File: config.mk
export PLATFORM = sky130hd
export DESIGN_NAME = key_debounce
export DESIGN_NICKNAME = d
export VERILOG_FILES = /design/src/rtl/key_pkg.sv /design/src/rtl/key_debounce_ch.sv /design/src/rtl/key_debounce.sv
export SDC_FILE = /design/constraint.sdc
export NUM_CORES = 1
export LEC_CHECK = 0
export BUFFER_PORTS_ARGS = -buffer_cell sky130_fd_sc_hd__buf_2
export CORE_MARGIN = 2
export CORE_UTILIZATION = 60
export DETAILED_ROUTE_END_ITERATION = 10
export PLACE_DENSITY = 0.77
export SYNTH_ARGS = -nofsm -noshare
export SYNTH_HDL_FRONTEND = slang
export SYNTH_HIERARCHICAL = 1
export SYNTH_SLANG_ARGS = --single-unit
File: constraint.sdc
create_clock -name clk -period 3.4 [get_ports clk]
set_clock_uncertainty 0.05 [all_clocks]
set_input_delay 0.85 -clock clk [delete_from_list [all_inputs] [get_ports clk]]
set_output_delay 0.85 -clock clk [all_outputs]
set_load 0.05 [all_outputs]
File: src/rtl/key_pkg.sv
// key_pkg: shared state encoding for the push-button debounce channels.
package key_pkg;
    typedef enum logic [1:0] {
        RELEASED     = 2'd0,
        PRESS_WAIT   = 2'd1,
        PRESSED      = 2'd2,
        RELEASE_WAIT = 2'd3
    } key_state_t;
endpackage

File: src/rtl/key_debounce_ch.sv
// key_debounce_ch: one button channel (2-FF sync, debounce FSM, hold counter, pulses).
module key_debounce_ch
    import key_pkg::*;
#(
    parameter int DB_CYCLES   = 500_000,
    parameter int LONG_CYCLES = 50_000_000
) (
    input  logic clk,
    input  logic rst_n,
    input  logic key_raw_n,
    output logic key_level,
    output logic key_press,
    output logic key_release,
    output logic key_long
);
    localparam int CW = $clog2(DB_CYCLES);
    localparam int HW = LONG_CYCLES > 0 ? $clog2(LONG_CYCLES + 1) : 1;
    localparam logic [CW-1:0] CNT_LAST  = CW'(DB_CYCLES - 1);
    localparam logic [HW-1:0] HOLD_MAX  = HW'(LONG_CYCLES);
    localparam logic [HW-1:0] HOLD_FIRE = HW'(LONG_CYCLES - 1);
    logic ff1, ff2, pressed_s;
    key_state_t state, state_nxt;
    logic [CW-1:0] cnt, cnt_nxt;
    logic [HW-1:0] hold, hold_nxt;
    logic level_nxt, press_nxt, release_nxt, long_nxt;
    assign pressed_s = ~ff2;
    always_ff @(posedge clk or negedge rst_n) begin
        if (!rst_n) begin
            ff1         <= 1'b1;
            ff2         <= 1'b1;
            state       <= RELEASED;
            cnt         <= '0;
            hold        <= '0;
            key_level   <= 1'b0;
            key_press   <= 1'b0;
            key_release <= 1'b0;
            key_long    <= 1'b0;
        end else begin
            ff1         <= key_raw_n;
            ff2         <= ff1;
            state       <= state_nxt;
            cnt         <= cnt_nxt;
            hold        <= hold_nxt;
            key_level   <= level_nxt;
            key_press   <= press_nxt;
            key_release <= release_nxt;
            key_long    <= long_nxt;
        end
    end
    // Hold saturates at LONG_CYCLES so the fire point is crossed only once per press.
    always_comb begin
        state_nxt = state;
        cnt_nxt   = cnt;
        hold_nxt  = hold;
        case (state)
            RELEASED: if (pressed_s) begin
                state_nxt = PRESS_WAIT;
                cnt_nxt   = '0;
            end
            PRESS_WAIT: if (!pressed_s) state_nxt = RELEASED;
                else if (cnt == CNT_LAST) begin
                    state_nxt = PRESSED;
                    hold_nxt  = '0;
                end else cnt_nxt = cnt + CW'(1);
            PRESSED: if (!pressed_s) begin
                state_nxt = RELEASE_WAIT;
                cnt_nxt   = '0;
            end else if (hold != HOLD_MAX) hold_nxt = hold + HW'(1);
            RELEASE_WAIT: if (pressed_s) state_nxt = PRESSED;
                else if (cnt == CNT_LAST) state_nxt = RELEASED;
                else cnt_nxt = cnt + CW'(1);
        endcase
    end
    always_comb begin
        press_nxt   = state == PRESS_WAIT && pressed_s && cnt == CNT_LAST;
        release_nxt = state == RELEASE_WAIT && !pressed_s && cnt == CNT_LAST;
        long_nxt    = LONG_CYCLES != 0 && state == PRESSED && pressed_s && hold == HOLD_FIRE;
        level_nxt   = state_nxt == PRESSED || state_nxt == RELEASE_WAIT;
    end
endmodule

File: src/rtl/key_debounce.sv
// key_debounce: N independent debounced push-button channels feeding the timer controls.
module key_debounce #(
    parameter int N_KEYS      = 2,
    parameter int DB_CYCLES   = 500_000,
    parameter int LONG_CYCLES = 50_000_000
) (
    input  logic              clk,
    input  logic              rst_n,
    input  logic [N_KEYS-1:0] key_raw_n,
    output logic [N_KEYS-1:0] key_level,
    output logic [N_KEYS-1:0] key_press,
    output logic [N_KEYS-1:0] key_release,
    output logic [N_KEYS-1:0] key_long
);
    for (genvar i = 0; i < N_KEYS; i++) begin : g_ch
        key_debounce_ch #(
            .DB_CYCLES  (DB_CYCLES),
            .LONG_CYCLES(LONG_CYCLES)
        ) u_ch (
            .clk        (clk),
            .rst_n      (rst_n),
            .key_raw_n  (key_raw_n[i]),
            .key_level  (key_level[i]),
            .key_press  (key_press[i]),
            .key_release(key_release[i]),
            .key_long   (key_long[i])
        );
    end
endmodule

==> run_results.csv <==
group,metric,value,unit
power,internal_power,1.551,mW
grt,global_route.overflow_total,0,
placement,numPortBuffers,11,
grt,antenna_found_initial,0,
final_layout,flow.area_growth_from_synthesis,5.187,%
placement,dp.cells,745,
worst_setup_path,timing.critical_path.required,3.67,ns
route,drt-vias-per-instance,6.459,
route,drt_iter0_markers,295,
synth,syn-mean-instance-area,9.316,um2
floorplan,initial_core_util,62.32,%
clock_network,clkLatencyLatePin,0.39,ns
clock_network,tritoncts,"done",
power,power.leakage,2.755,nW
synth,ys_warn_count,6,
clock_network,post_cts.repair.setup_buffers,0,
floorplan,core_rows,35,
route,firstDrtPassIters,4,
grt,gr-usage-all-layers,25.61,%
grt,grt_pass1_wl,21.26,mm
floorplan,chipWidth,102.4,um
sta,final_hold_viol_count,0,
floorplan,dieHeight,102.4,um
sta,totalNegativeSetupSlack,0,ns
worst_setup_path,timing.setup.critical_path_class,"flip-flop to flip-flop",
placement,dp_hpwl,8.412,mm
floorplan,design.core.area,0.009328,mm2
route,detail_route.wirelength,12.36,mm
route,routedWlPerCell,16.24,um
synth,portion_of_the_post_synthesis_area_used_by_sequential_elements,44.86,%
floorplan,dieArea,0.01049,mm2
clock_network,number_of_buffers_inserted_by_hold_repair_at_cts,0,
clock_network,ctsRootBufferMaster,"sky130_fd_sc_hd__clkbuf_8",
clock_network,clock_buffer_count_from_cts,9,
sta,fmaxAchievable,357.9,MHz
synth,edff_count_synth,0,
final_layout,fin_area,0.006115,mm2
sta,smallest_setup_slack_after_layout,0.6057,ns
sta,finalMaxSlewViolations,0,
placement,dpl-instance-area,0.005929,mm2
job,drv_cap,0,
status,status,"finished clean",
synth,ys.flop_type,"sky130_fd_sc_hd__dfrtp_1",
power,post-layout-total-power,2.071,mW
worst_setup_path,setup.worst_path.end_class,"flip-flop",
power,power.ir.vdd_worst,0.0003116,V
synth,synth_nets,634,
clock_network,post_cts_resize_count,0,
sta,worst_pin_slew,0.8286,ns
power,p_comb_share,3.0,%
power,power_switching_share,25.12,%
sta,setup_viol,0,
synth,synth_area,0.005813,mm2
floorplan,io_pins,12,
worst_setup_path,critPathMaxFanout,21,
route,final_antenna_net_count,0,
final_layout,final_util,65.55,%
power,sequentialPowerShare,61.2,%
power,powerDensity,338.8,mW/mm2
power,power.switching,0.5204,mW
synth,synthesis.instances,624,
clock_network,cts.reportedPaths.clkPinSlew,0.10,ns
placement,pre_cts_ws,0.6528,ns
final_layout,antenna-diode-count,0,
sta,rsz0062_at_grt,"no",
synth,synth_async_sr_flop_share,100.0,%
min_path,hold_class,"flip-flop to flip-flop",
grt,via_count_of_the_first_global_routing_pass,4629,
sta,maxSlewHeadroom,44.76,%
clock_network,largest_buffer_count_on_any_clock_path,2,
sta,final.min_clock_period,2.794,ns
clock_network,numClockSinks,104,
sta,post-route-period-util,82.19,%
grt,grt_max_degree,60,
worst_setup_path,critical_path.startpoint_type,"flip-flop",
worst_setup_path,crit_arrival,3.06,ns
placement,routabilityCongestion,0.9041,
sta,timing.hold.ws,0.3133,ns
route,remaining_drc_errors,0,
final_layout,filler_free_cell_count_of_the_finished_design,761,
synth,synth.lib_cells_used.distinct,48,
final_layout,drive_gt1_share,7.911,%
clock_network,clock_tree.htree_level_count,3,
route,routed-via-count,4915,
power,power_frac_clock,35.8,%
synth,ys_seq_elements,104,
final_layout,nets,637,
[kinds of logic (layout without fill, tap and decap cells)]
logic type,count (synthesis),in the layout,share of synthesized area [%]
xor gates and xnor gates,26,26,3.917
buffers and inverters,38,46,3.788
muxes,2,2,0.3444
DFF,104,104,44.86
adders and majority gates,6,6,1.291
AOI/OAI and AO/OA,150,150,17.13
and+or+nand+nor,298,298,28.67
[state kept, by name, indices dropped and copies added (netlist names)]
register and count:
g_ch.u_ch/key_level 2, g_ch.u_ch/ff1 2, g_ch.u_ch/state 2, g_ch.u_ch/cnt 38, g_ch.u_ch/key_press 2, g_ch.u_ch/key_release 2
g_ch.u_ch/hold 52, g_ch.u_ch/ff2 2, g_ch.u_ch/key_long 2
[area by class of cell]
type / instances / area (um2)
Clock inverter: 7 / 61.31
Multi-Input combinational cell: 482 / 2985
Tap cell: 129 / 161.4
Sequential cell: 104 / 2608
Inverter: 10 / 37.54
Timing Repair Buffer: 20 / 137.6
Clock buffer: 9 / 123.9
Fill cell: 788 / 3213
[power by group through the flow]
stage                     logic [mW]  clock network, mW  registers, mW
after floorplan               0.0316                  0           1.28
after global routing          0.0730              0.820           1.27
final                         0.0618              0.742           1.27
after CTS                     0.0641              0.778           1.27
after global placement        0.0621                  0           1.29
after detailed placement      0.0643                  0           1.29
[layer usage]
layer / global-route usage (%) / part of all wire, % / up-vias
met2: 41.28 / 48 / 136
met1: 34.66 / 46 / 2411
met4: 9.333 / 1.4 / 0
li1: - / - / 2354
met5: 0 / 0 / -
met3: 4.993 / 4.9 / 14
[layout by cell type, fill, tap and decap left out, drive strengths merged, types with 20 or more instances in the layout]
cell type  instances
nor2              46
dfrtp            100
nand2             54
o21ai             42
and3              22
a21oi             40
nand4             38
nor3              20
nand3             22
buf               20
or3               22
xor2              22
[worst paths after layout]
kind | depth (start not counted) | startpoint | slack, ns | endpoint
worst max-delay path | 5 | g_ch[1].u_ch/hold[8] | 0.61 | g_ch[1].u_ch/hold[19]
worst min-delay path | 0 | g_ch[0].u_ch/ff1 | 0.31 | g_ch[0].u_ch/ff2
worst max register to register | 5 | g_ch[1].u_ch/hold[8] | 0.61 | g_ch[1].u_ch/hold[19]
worst min register to register | 0 | g_ch[0].u_ch/ff1 | 0.31 | g_ch[0].u_ch/ff2
max in group asynchronous | 2 | rst_n | 2.03 | g_ch[0].u_ch/ff1
min in group asynchronous | 1 | rst_n | 0.50 | g_ch[1].u_ch/hold[14]
[cells in the mapped netlist, drive strengths merged, types with 4 or more instances]
| library cell | instances | area (um2) |
|---|---|---|
| dfrtp | 100 | 2502 |
| nand2 | 54 | 202.7 |
| nor2 | 46 | 172.7 |
| o21ai | 42 | 210.2 |
| a21oi | 40 | 207.7 |
| nand4 | 38 | 250.2 |
| and3 | 22 | 137.6 |
| nand3 | 22 | 110.1 |
| or3 | 22 | 137.6 |
| xor2 | 22 | 192.7 |
| nor3 | 20 | 100.1 |
| a211o | 14 | 122.6 |
| buf | 14 | 130.1 |
| clkbuf | 14 | 52.55 |
| a21o | 12 | 90.09 |
| and4 | 12 | 105.1 |
| nor4 | 12 | 75.07 |
| a31oi | 10 | 62.56 |
| inv | 10 | 37.54 |
| nand2b | 8 | 50.05 |
| nor4b | 8 | 70.07 |
| o211ai | 8 | 60.06 |
| a221o | 6 | 60.06 |
| and2 | 6 | 37.54 |
| ha | 6 | 75.07 |
| nor2b | 6 | 37.54 |
| o211a | 6 | 60.06 |
| o31ai | 6 | 72.57 |
| or4 | 6 | 45.04 |
| dfstp | 4 | 105.1 |
| nor3b | 4 | 30.03 |
| or2 | 4 | 25.02 |
| or4b | 4 | 40.04 |
| xnor2 | 4 | 35.03 |
[critical path, stage by stage, from the launching register on]
cell	delay [ns]
sky130_fd_sc_hd__dfrtp_1	0.47
sky130_fd_sc_hd__nor4b_1	0.34
sky130_fd_sc_hd__nand4_1	0.27
sky130_fd_sc_hd__o31a_1	0.61
sky130_fd_sc_hd__a21oi_2	0.71
sky130_fd_sc_hd__a221o_1	0.27
(Power assumes the default switching activity.)
